File: src/rtl/acq_pkg.sv
// Shared types and default widths for the triggered acquisition window.
package acq_pkg;

    localparam int ACQ_DATA_WIDTH = 16;
    localparam int ACQ_LEN_WIDTH  = 16;

    typedef enum logic [1:0] {
        ST_IDLE    = 2'd0,
        ST_CAPTURE = 2'd1,
        ST_DRAIN   = 2'd2
    } acq_state_t;

endpackage

File: src/rtl/acq_fifo.sv
// Synchronous {data,last} FIFO with in-place tlast marking of the newest entry.
// Head is visible the edge after a push into an empty FIFO; push only when !full or popping.
module acq_fifo
    import acq_pkg::*;
#(
    parameter int DATA_WIDTH = ACQ_DATA_WIDTH,
    parameter int DEPTH      = 4
) (
    input  logic                  clk,
    input  logic                  resetn,
    input  logic                  i_push_vld,
    input  logic [DATA_WIDTH-1:0] i_push_dat,
    input  logic                  i_push_last,
    input  logic                  i_pop,
    input  logic                  i_mark_last,
    output logic                  o_full,
    output logic                  o_empty,
    output logic [DATA_WIDTH-1:0] o_head_dat,
    output logic                  o_head_last
);

    localparam int AW = $clog2(DEPTH);

    logic [AW:0]           r_wr_ptr;
    logic [AW:0]           r_rd_ptr;
    logic [DATA_WIDTH-1:0] r_mem_dat [DEPTH];
    logic [DEPTH-1:0]      r_mem_last;
    logic [AW-1:0]         w_wr_idx;
    logic [AW-1:0]         w_rd_idx;
    logic [AW-1:0]         w_newest_idx;

    assign w_wr_idx     = r_wr_ptr[AW-1:0];
    assign w_rd_idx     = r_rd_ptr[AW-1:0];
    assign w_newest_idx = w_wr_idx - AW'(1);

    always_ff @(posedge clk or negedge resetn) begin
        if (!resetn) begin
            r_wr_ptr <= '0;
            r_rd_ptr <= '0;
        end else begin
            if (i_push_vld) begin
                r_wr_ptr <= r_wr_ptr + (AW+1)'(1);
            end
            if (i_pop) begin
                r_rd_ptr <= r_rd_ptr + (AW+1)'(1);
            end
        end
    end

    // Mark only ever targets the newest entry; with DEPTH >= 2 and FIFO full that is never the head.
    always_ff @(posedge clk) begin
        if (i_push_vld) begin
            r_mem_dat[w_wr_idx]  <= i_push_dat;
            r_mem_last[w_wr_idx] <= i_push_last;
        end else if (i_mark_last) begin
            r_mem_last[w_newest_idx] <= 1'b1;
        end
    end

    assign o_empty     = (r_wr_ptr == r_rd_ptr);
    assign o_full      = (r_wr_ptr[AW] != r_rd_ptr[AW]) && (w_wr_idx == w_rd_idx);
    assign o_head_dat  = o_empty ? '0 : r_mem_dat[w_rd_idx];
    assign o_head_last = !o_empty && r_mem_last[w_rd_idx];

endmodule

File: src/rtl/acq_window.sv
// Captures win_len ADC samples after a trigger rising edge and streams them out over AXI-Stream.
// Latency 1 edge from push to head; on a full FIFO samples drop (overflow) and tlast moves to the newest entry.
module acq_window
    import acq_pkg::*;
#(
    parameter int DATA_WIDTH = ACQ_DATA_WIDTH,
    parameter int LEN_WIDTH  = ACQ_LEN_WIDTH,
    parameter int FIFO_DEPTH = 4
) (
    input  logic                  clk,
    input  logic                  resetn,
    input  logic                  trigger_in,
    input  logic [LEN_WIDTH-1:0]  win_len,
    input  logic [DATA_WIDTH-1:0] adc_data,
    input  logic                  adc_valid,
    output logic [DATA_WIDTH-1:0] m_axis_tdata,
    output logic                  m_axis_tvalid,
    input  logic                  m_axis_tready,
    output logic                  m_axis_tlast,
    output logic                  busy,
    output logic                  overflow
);

    acq_state_t            r_state;
    acq_state_t            w_next_state;
    logic                  r_trig_d;
    logic                  r_armed;
    logic [LEN_WIDTH-1:0]  r_remaining;
    logic                  r_overflow;

    logic                  w_trig;
    logic                  w_start;
    logic                  w_cap;
    logic                  w_final;
    logic                  w_pop;
    logic                  w_room;
    logic                  w_push;
    logic                  w_mark;
    logic                  w_full;
    logic                  w_empty;
    logic [DATA_WIDTH-1:0] w_head_dat;
    logic                  w_head_last;

    // r_armed blocks a trigger_in that was already high when reset released from looking like an edge.
    assign w_trig  = r_armed && trigger_in && !r_trig_d;
    assign w_start = (r_state == ST_IDLE) && w_trig && (win_len != '0);
    assign w_cap   = (r_state == ST_CAPTURE) && adc_valid;
    assign w_final = w_cap && (r_remaining == LEN_WIDTH'(1));
    assign w_pop   = !w_empty && m_axis_tready;
    assign w_room  = !w_full || w_pop;
    assign w_push  = w_cap && w_room;
    assign w_mark  = w_final && !w_room;

    always_ff @(posedge clk or negedge resetn) begin
        if (!resetn) begin
            r_state <= ST_IDLE;
        end else begin
            r_state <= w_next_state;
        end
    end

    always_comb begin
        w_next_state = r_state;
        case (r_state)
            ST_IDLE:    if (w_start) w_next_state = ST_CAPTURE;
            ST_CAPTURE: if (w_final) w_next_state = ST_DRAIN;
            ST_DRAIN:   if (w_empty) w_next_state = ST_IDLE;
            default:    w_next_state = ST_IDLE;
        endcase
    end

    always_comb begin
        busy = 1'b0;
        case (r_state)
            ST_CAPTURE, ST_DRAIN: busy = 1'b1;
            default:              busy = 1'b0;
        endcase
    end

    always_ff @(posedge clk or negedge resetn) begin
        if (!resetn) begin
            r_trig_d    <= 1'b0;
            r_armed     <= 1'b0;
            r_remaining <= '0;
            r_overflow  <= 1'b0;
        end else begin
            r_trig_d <= trigger_in;
            r_armed  <= 1'b1;
            if (w_start) begin
                r_remaining <= win_len;
                r_overflow  <= 1'b0;
            end else if (w_cap) begin
                r_remaining <= r_remaining - LEN_WIDTH'(1);
                if (!w_room) begin
                    r_overflow <= 1'b1;
                end
            end
        end
    end

    acq_fifo #(
        .DATA_WIDTH (DATA_WIDTH),
        .DEPTH      (FIFO_DEPTH)
    ) u_fifo (
        .clk         (clk),
        .resetn      (resetn),
        .i_push_vld  (w_push),
        .i_push_dat  (adc_data),
        .i_push_last (w_final),
        .i_pop       (w_pop),
        .i_mark_last (w_mark),
        .o_full      (w_full),
        .o_empty     (w_empty),
        .o_head_dat  (w_head_dat),
        .o_head_last (w_head_last)
    );

    assign m_axis_tdata  = w_head_dat;
    assign m_axis_tvalid = !w_empty;
    assign m_axis_tlast  = w_head_last;
    assign overflow      = r_overflow;

endmodule

File: config.mk
export PLATFORM = sky130hd
export DESIGN_NAME = acq_window
export DESIGN_NICKNAME = d
export VERILOG_FILES = /design/src/rtl/acq_pkg.sv /design/src/rtl/acq_fifo.sv /design/src/rtl/acq_window.sv
export SDC_FILE = /design/constraint.sdc
export NUM_CORES = 1
export LEC_CHECK = 0
export ABC_CLOCK_PERIOD_IN_PS = 7100
export BUFFER_PORTS_ARGS = -buffer_cell sky130_fd_sc_hd__buf_2
export CAP_MARGIN = 20
export CORE_MARGIN = 2
export CORE_UTILIZATION = 35
export DETAILED_ROUTE_END_ITERATION = 12
export GPL_TIMING_DRIVEN = 0
export PLACE_DENSITY = 0.61
export SYNTH_ARGS = -nofsm -noshare
export SYNTH_HDL_FRONTEND = slang
export SYNTH_HIERARCHICAL = 1
export SYNTH_SLANG_ARGS = --single-unit
File: constraint.sdc
create_clock -name clk -period 7.1 [get_ports clk]
set_input_delay 0.71 -clock clk [delete_from_list [all_inputs] [get_ports clk]]
set_output_delay 0.71 -clock clk [all_outputs]
set_load 0.005 [all_outputs]
==> results.json <==
{
  "drc": 0,
  "dpl.hpwl_um": 6000,
  "critPathKind": "flop to flop",
  "rows": 41,
  "via_per_inst": 4.90,
  "grt_usage": 0.143,
  "first_pass_iters": 7,
  "syn-cell-area_mm2": 0.00448,
  "synthCells": 297,
  "finClkSkew_ns": 0.0112,
  "yosysUniqueCellTypes": 48,
  "finalHoldViolations": 0,
  "gp_congestion": 0.824,
  "io_buffers": 56,
  "path_clk_slew_ns": 0.07,
  "finalCritPeriodShare": 0.500,
  "min_period_ns": 3.55,
  "synthFlopType": "edfxtp_1",
  "power.density_mw_per_mm2": 393,
  "layout_common_cells": "edfxtp_1 (68), buf_2 (58), dfrtp_1 (27), nor2_1 (22), o31a_1 (17)",
  "antenna_cells": 0,
  "fp.dieW_um": 117,
  "crit_slowest_cell": "inv_1",
  "relSlewSlack": 0.377,
  "cts_htree_levels": 3,
  "fp.dieH_um": 117,
  "cp_max_fo": 16,
  "grt_pass1_vias": 2776,
  "cts_inserted_buffers": 9,
  "final_common_cell": "edfxtp_1",
  "synthArstFlopShare": 0.284,
  "rsz0062_at_grt": "false",
  "pin_count": 57,
  "ys_ff_latch": 95,
  "ys_warn_count": 6,
  "die_area_mm2": 0.0137,
  "crit_path_end_kind": "flop",
  "cts_setup_buffers": 0,
  "drive_above_1_share": 0.293,
  "cts_hold_buf": 0,
  "grt_antenna_before_repair": 0,
  "max_stage_delay_ns": 0.56,
  "drt_iter0_markers": 133,
  "fmax_ghz": 0.282,
  "irDropWorstVdd_mv": 0.229,
  "clock-sinks": 95,
  "crit_path_start_kind": "flop",
  "cts_tree": "done",
  "hold_slack_ns": 0.386,
  "post_cts_resized": 0,
  "area_growth_syn_to_layout_pct": 17.3,
  "postRouteAntennaNets": 0,
  "hold_path.class": "input port to asynchronous set/reset pin",
  "clock_path_buffers": 2,
  "drv_cap": 0,
  "path_cells": "buf_4, xor2_2, buf_4, nor3_1, inv_1, nand2_1, a21oi_1, clkbuf_1, nand2_1, inv_1",
  "setup_viol": 0,
  "power_leakage_nw": 1.98,
  "initial_core_util": 0.356,
  "worstMarginPinSlew_ns": 0.935,
  "fp.coreArea_mm2": 0.0126,
  "finalMaxSlewViolations": 0,
  "synth_fp_nets": 349,
  "required_ns": 7.07,
  "grt_pass1_wl_um": 14400,
  "vias": 2651,
  "overflow": 0,
  "routedWlPerCell_um": 16.2,
  "ctsRootBufferMaster": "clkbuf_16",
  "nets": 416,
  "clock_latency_ns": 0.34,
  "status": "completed",
  "seq_area_frac_synth": 0.607,
  "fin_util": 0.418,
  "finalSetupTns_ns": 0,
  "critPathArrivalTime_ns": 3.53,
  "syn-mean-instance-area_um2": 15.1,
  "drt-total-wl_um": 8760,
  "grt_max_degree": 28,
  "synth-edff-count": 68
}
-- state kept, by name, indices dropped and copies added (netlist names) --
name and count:
r_state 2, u_fifo/r_wr_ptr 3, r_trig_d 1, u_fifo/r_mem_last 4, overflow 1, r_armed 1
r_remaining 16, u_fifo/r_mem_dat 64, u_fifo/r_rd_ptr 3
-- layer usage --
layer / global-route usage / wire (um)
met3: 0.0391 / 436
met4: 0.0471 / 87
met1: 0.195 / 4130
met2: 0.223 / 4110
met5: 0 / 0
-- final timing paths --
kind / start / to / depth (start not counted) / slack, ns
hold reg to reg: overflow / overflow / 1 / 0.54
hold / removal: resetn / r_remaining[1] / 1 / 0.39
max in group asynchronous: resetn / u_fifo/r_wr_ptr[1] / 1 / 6.31
min in group clk: trigger_in / r_trig_d / 1 / 0.50
setup reg to reg: u_fifo/r_rd_ptr[1] / u_fifo/r_mem_dat[2][3] / 10 / 3.55
setup / recovery: u_fifo/r_rd_ptr[1] / u_fifo/r_mem_dat[2][3] / 10 / 3.55
-- critical path: cells and delay by family, from the launching register on --
family	cells	cell delay (ns)
flops	1	0.38
buf+inv	5	1.53
compound gates	1	0.47
simple gates	3	0.32
xor+xnor	1	0.47
-- layout make-up --
| class | instances | area, um^2 |
|---|---|---|
| fill | 1145 | 7310 |
| sequential | 95 | 2720 |
| multi-input combinational | 179 | 1600 |
| timing repair buffer | 56 | 280 |
| clock buffer | 9 | 225 |
| tap | 172 | 215 |
| buffer | 12 | 119 |
| clock inverter | 7 | 52.6 |
| inverter | 11 | 41.3 |
-- cells in the mapped netlist, drive strengths merged, types with 5 or more instances --
library cell | n | area (um^2)
edfxtp | 68 | 2040
dfrtp | 27 | 676
nor2 | 22 | 82.6
mux4 | 17 | 413
o31a | 17 | 149
ha | 15 | 188
nand2 | 15 | 56.3
a21oi | 12 | 67.6
xnor2 | 12 | 105
inv | 11 | 41.3
buf | 10 | 101
or3 | 9 | 68.8
xor2 | 8 | 104
nand3 | 7 | 35.0
o21ai | 7 | 35.0
mux2 | 5 | 56.3
nor3 | 5 | 25.0
nor4 | 5 | 46.3
-- per-stage QoR --
step	area, um^2	std cells	total power [mW]	worst slack, ns
floorplan	4480	297	1.35	4.38
global placement	4980	525	1.63	3.47
detailed placement	4980	525	1.64	3.54
CTS	5250	541	2.09	3.51
global route	5250	541	2.21	3.16
finish	5250	541	2.06	3.55
-- cell families (layout without fill, tap and decap cells) --
kind of cell	after synthesis	count (layout)	share of synthesized area
simple gates	74	74	0.0888
mux	22	22	0.105
flops	95	95	0.607
compound gates	47	47	0.0748
other cells	1	1	0.000837
buf+inv	23	95	0.0357
fa+ha+maj	15	15	0.0419
xor+xnor	20	20	0.0466
-- power breakdown --
part / switching (mW) / total [mW] / leakage, nW / internal [mW]
registers: 0.0888 / 0.784 / 0.927 / 0.696
clock network: 0.211 / 0.452 / 0.133 / 0.241
logic: 0.432 / 0.827 / 0.921 / 0.395
(Power assumes the default switching activity.)
